File: config.mk
export PLATFORM = sky130hd
export DESIGN_NAME = regfile_scoreboard
export DESIGN_NICKNAME = d
export VERILOG_FILES = /design/src/rtl/regfile_scoreboard.sv
export SDC_FILE = /design/constraint.sdc
export NUM_CORES = 2
export LEC_CHECK = 0
export CAP_MARGIN = 30
export CORE_MARGIN = 1
export CORE_UTILIZATION = 35
export DETAILED_ROUTE_END_ITERATION = 10
export PLACE_DENSITY = 0.52
export RECOVER_POWER = 25
export SLEW_MARGIN = 30
export SYNTH_ARGS = -nofsm -noshare
export SYNTH_HDL_FRONTEND = slang
export SYNTH_SLANG_ARGS = --single-unit
File: constraint.sdc
create_clock -name clock -period 46.7 [get_ports clock]
set_input_delay 9.34 -clock clock [delete_from_list [all_inputs] [get_ports clock]]
set_output_delay 9.34 -clock clock [all_outputs]
set_load 0.1 [all_outputs]
File: src/rtl/regfile_scoreboard.sv
// regfile_scoreboard: parametrised register file with combinational read
// ports, write-through bypass from the write-back port, and a per-register
// busy scoreboard that tracks writes still outstanding in the pipeline.
module regfile_scoreboard #(
    parameter int XLEN     = 32,
    parameter int NREGS    = 32,
    parameter int NRD      = 2,
    parameter int ZERO_REG = 1,
    localparam int AW      = $clog2(NREGS),
    localparam int CW      = $clog2(NREGS + 1)
) (
    input  logic                clock,
    input  logic                reset,
    input  logic [NRD*AW-1:0]   ra,
    output logic [NRD*XLEN-1:0] rd,
    output logic [NRD-1:0]      rbusy,
    input  logic                we3,
    input  logic [AW-1:0]       wa3,
    input  logic [XLEN-1:0]     wd3,
    input  logic                iss_en,
    input  logic [AW-1:0]       iss_rd,
    output logic                iss_ok,
    output logic [NREGS-1:0]    busy,
    output logic [CW-1:0]       pend_cnt
);

    logic [XLEN-1:0]  mem [NREGS];
    logic [NREGS-1:0] busy_nxt;
    logic [CW-1:0]    cnt_nxt;
    logic             wr_ok;
    logic             set_ok;

    // Register 0 is never written nor marked busy when it is hardwired.
    assign wr_ok  = we3 && !(ZERO_REG != 0 && wa3 == '0);
    assign iss_ok = iss_en && (!busy[iss_rd] || (we3 && wa3 == iss_rd));
    assign set_ok = iss_ok && !(ZERO_REG != 0 && iss_rd == '0);

    // Read ports: zero register first, then same-cycle write-back bypass, then storage.
    always_comb begin
        rd    = '0;
        rbusy = '0;
        for (int i = 0; i < NRD; i++) begin
            if (ZERO_REG != 0 && ra[i*AW +: AW] == '0)
                rd[i*XLEN +: XLEN] = '0;
            else if (we3 && wa3 == ra[i*AW +: AW])
                rd[i*XLEN +: XLEN] = wd3;
            else
                rd[i*XLEN +: XLEN] = mem[ra[i*AW +: AW]];
            rbusy[i] = busy[ra[i*AW +: AW]] && !(we3 && wa3 == ra[i*AW +: AW]);
        end
    end

    // Next busy vector: write-back clears, accepted issue sets (set wins on a tie).
    always_comb begin
        busy_nxt = busy;
        if (we3)
            busy_nxt[wa3] = 1'b0;
        if (set_ok)
            busy_nxt[iss_rd] = 1'b1;
        cnt_nxt = '0;
        for (int i = 0; i < NREGS; i++)
            cnt_nxt = cnt_nxt + CW'(busy_nxt[i]);
    end

    // Register storage update from the write-back port.
    always_ff @(posedge clock or posedge reset) begin
        if (reset) begin
            for (int i = 0; i < NREGS; i++)
                mem[i] <= '0;
        end else if (wr_ok) begin
            mem[wa3] <= wd3;
        end
    end

    // Scoreboard state; the count is registered from the same next-state vector
    // so it always equals the popcount of busy.
    always_ff @(posedge clock or posedge reset) begin
        if (reset) begin
            busy     <= '0;
            pend_cnt <= '0;
        end else begin
            busy     <= busy_nxt;
            pend_cnt <= cnt_nxt;
        end
    end

endmodule

==> summary.md <==
| Metric | Value |
|---|---|
| Vias per inst | `6.078` |
| First-pass GRT wire length | `302800 microns` |
| Crit path required time | `37360 ps` |
| Commonest register cell after synthesis | `dfrtp_1` |
| Synth unique cells | `68` |
| DP HPWL | `115700 microns` |
| Area Overhead vs Synth | `13.45%` |
| Die ar. | `168800 sq um` |
| Worst Tran Pin Value | `6120 ps` |
| PortBufs | `160` |
| Largest family of logic cells by synthesized area | `multiplexers` |
| CP top delay family | `buffers and inverters` |
| Setup TNS | `0 ps` |
| Number of DRC markers in iteration 0 | `3321` |
| CP Capture Type | `primary output` |
| CP cell instances | `buf_8, buf_4, buf_12, nand2b_1, o22ai_1, nor2_1, o22ai_1, nor2_1, clkdlybuf4s50_1` |
| Grt met1 use | `34.35%` |
| Post-synthesis mux area share | `39.78%` |
| Min setup slack post-route | `23310 ps` |
| DP Cell Count | `6145` |
| Seq/Total Area, Yosys | `45.43%` |
| Global Route met2 Usage | `39.74%` |
| Lkg Pwr | `28.47 nW` |
| GR peak layer | `met2` |
| Worst Skew | `8.903 ps` |
| Post_cts resized | `0` |
| Mapped cell area | `58500 sq um` |
| Worst-path fanout max | `109` |
| CTS max path bufs | `3` |
| Post-Synth XOR/XNOR Area | `0.2695%` |
| Die Wd | `410.8 microns` |
| Final worst-path cycle share | `50.09%` |
| GP Congestion | `0.7997` |
| Rows | `149` |
| Starting Density | `35.38%` |
| Post-Syn Nets | `4203` |
| Initial antenna violation count | `8` |
| Post-synthesis adder-cell area fraction | `0.9710%` |
| Max Freq | `42.75 MHz` |
| Vias | `38775` |
| Average size of a mapped cell | `14.21 sq um` |
| Hold Path Class | `reg2reg` |
| GRT Util Overall | `24.94%` |
| Final Hold Fails | `0` |
| H-tree level count | `4` |
| Met3 usage | `3.762%` |
| FF+latch count, synth | `1062` |
| CP max-delay cell | `clkdlybuf4s50_1` |
| DRT Wirelength | `209000 microns` |
| Slew HR | `-308.0%` |
| Synth Area in Compound Gates | `6.406%` |
| Commonest non-fill, non-tap cell in the layout | `dfrtp_1` |
| CTS clk-pin slew, worst paths | `50 ps` |
| Failing checks | `max-capacitance violations, max-slew violations` |
| YS warnings | `0` |
| Cts bufs inserted | `130` |
| Core area | `165400 sq um` |
| Cts hold-fix bufs | `0` |
| Critical path startpoint category | `input pin` |
| Worst EP arrival | `14050 ps` |
| Total Power | `3.283 mW` |
| Grt total ovfl | `0` |
| Final nets | `4180` |
| Placed Area | `62140 sq um` |
| Synth Area in Simple Gates | `3.238%` |
| Finished Layout Cells | `6380` |
| Number of global-route vias before repair | `39955` |
| Buffers inserted during post-CTS setup optimization | `0` |
| PwrDens | `49.47 nW/um^2` |
| CTS Sinks | `1062` |
| Dpl ws | `23150 ps` |
| # DRC | `0` |
| Most frequent cells in the layout | `dfrtp_1 (1062), mux2_2 (974), mux4_2 (484), clkdlybuf4s50_1 (142), mux2i_1 (140)` |
| Final number of setup-violating endpoints | `0` |
| Kind of critical path | `in2out` |
| Post-route cell area | `66370 sq um` |
| First-pass DRT Iterations | `5` |
| Min Hold Slack | `392.1 ps` |
| EDFF count, synth | `0` |
| Root Driver | `clkbuf_16` |
| Worst vdd ir | `0.1109 mV` |
| TritonCTS clock tree | `built` |
| Worst-Skew Late Latency | `770 ps` |
| Synth async-reset ratio | `100.0%` |
| Die H | `410.8 microns` |
| Ratio of cells with drive above 1 in the final layout | `44.67%` |
| CP bufs+invs | `4` |
| Ports | `161` |
| Antenna Nets Post-Route | `0` |
| Cells after Synth | `4116` |
| Max-slew violations | `645` |
| RSZ-0062 raised after global routing | `no` |
| Post-layout utilization of the core | `40.14%` |
| Max incr delay on CP | `1250 ps` |
| Largest net degree at the start of global routing | `159` |
| Status | `finished, violations left` |
| Final Critical Period | `23390 ps` |
| FILL cells | `15380` |
| Avg WL per Cell | `32.77 microns` |
| Max-cap viol count | `12` |
-- Yosys cell counts, types with 33 or more instances --
cell / instances / area (sq um)
dfrtp_1: 1062 / 26580
mux2_2: 974 / 10970
mux4_2: 484 / 10900
clkbuf_1: 261 / 979.7
mux2i_1: 140 / 1401
nand2_1: 140 / 525.5
a22oi_1: 115 / 863.3
buf_2: 112 / 560.5
nor2_1: 87 / 326.6
a21oi_1: 74 / 370.4
o21ai_0: 62 / 310.3
o22ai_1: 46 / 287.8
a221oi_1: 40 / 350.3
and2_1: 39 / 244.0
inv_1: 38 / 142.6
a211o_1: 36 / 315.3
a211oi_1: 34 / 255.2
buf_4: 33 / 247.7
-- power breakdown --
part	leakage, nW	internal [mW]	switching (mW)
clock	2.08	0.598	0.409
sequential	13.6	1.11	0.133
combinational	12.8	0.492	0.545
-- cells by family after synthesis --
group | Yosys count
buffers and inverters | 493
muxes | 1598
AOI/OAI and AO/OA | 525
and+or+nand+nor | 389
xor gates and xnor gates | 18
adders and majority gates | 31
DFF | 1062
-- worst paths after layout --
path | startpoint | endpoint | slack, ps | depth (start not counted)
worst max-delay path | ra[1] | rd[12] | 23310 | 9
worst min-delay path | mem[1003] | mem[1003] | 390 | 0
worst max register to register | busy[17] | pend_cnt[4] | 40120 | 23
worst min register to register | mem[1003] | mem[1003] | 390 | 0
max in group asynchronous | reset | pend_cnt[0] | 24990 | 5
min in group asynchronous | reset | mem[537] | 9540 | 2
-- worst register-to-register path, stage by stage, from the launching register on --
cell,delay (ps)
dfrtp_1,490
mux2_2,300
and3_1,190
a2111oi_2,270
buf_4,280
o211a_1,190
buf_4,290
a21oi_1,150
fa_1,540
fa_1,530
fa_1,500
inv_1,60
fa_1,550
inv_1,50
fa_1,490
fa_1,420
inv_1,80
ha_1,160
inv_1,60
fa_1,460
inv_1,70
a21o_1,110
a21oi_1,70
xnor2_1,130
-- final cells by class --
type	count	area, sq um	area share, %
Antenna cell	5	12.51	0.01885
Clock buffer	191	3902	5.880
Clock inverter	34	297.8	0.4487
Inverter	39	150.1	0.2262
Multi-Input combinational cell	2561	29970	45.16
Sequential cell	1062	26580	40.04
Tap cell	2189	2739	4.127
Timing Repair Buffer	299	2719	4.097
-- sequential cells by signal, indices dropped and copies added (netlist names) --
| signal | cells |
|---|---|
| mem | 1024 |
| busy | 32 |
| pend_cnt | 6 |
-- metal layers --
metal | share of wire, % | vias to the layer above
li1 | - | 15820
met1 | 43 | 21178
met2 | 47 | 1392
met3 | 5.6 | 383
met4 | 3.8 | 2
met5 | 0.0062 | -
Power figures use the tool's default switching activity.
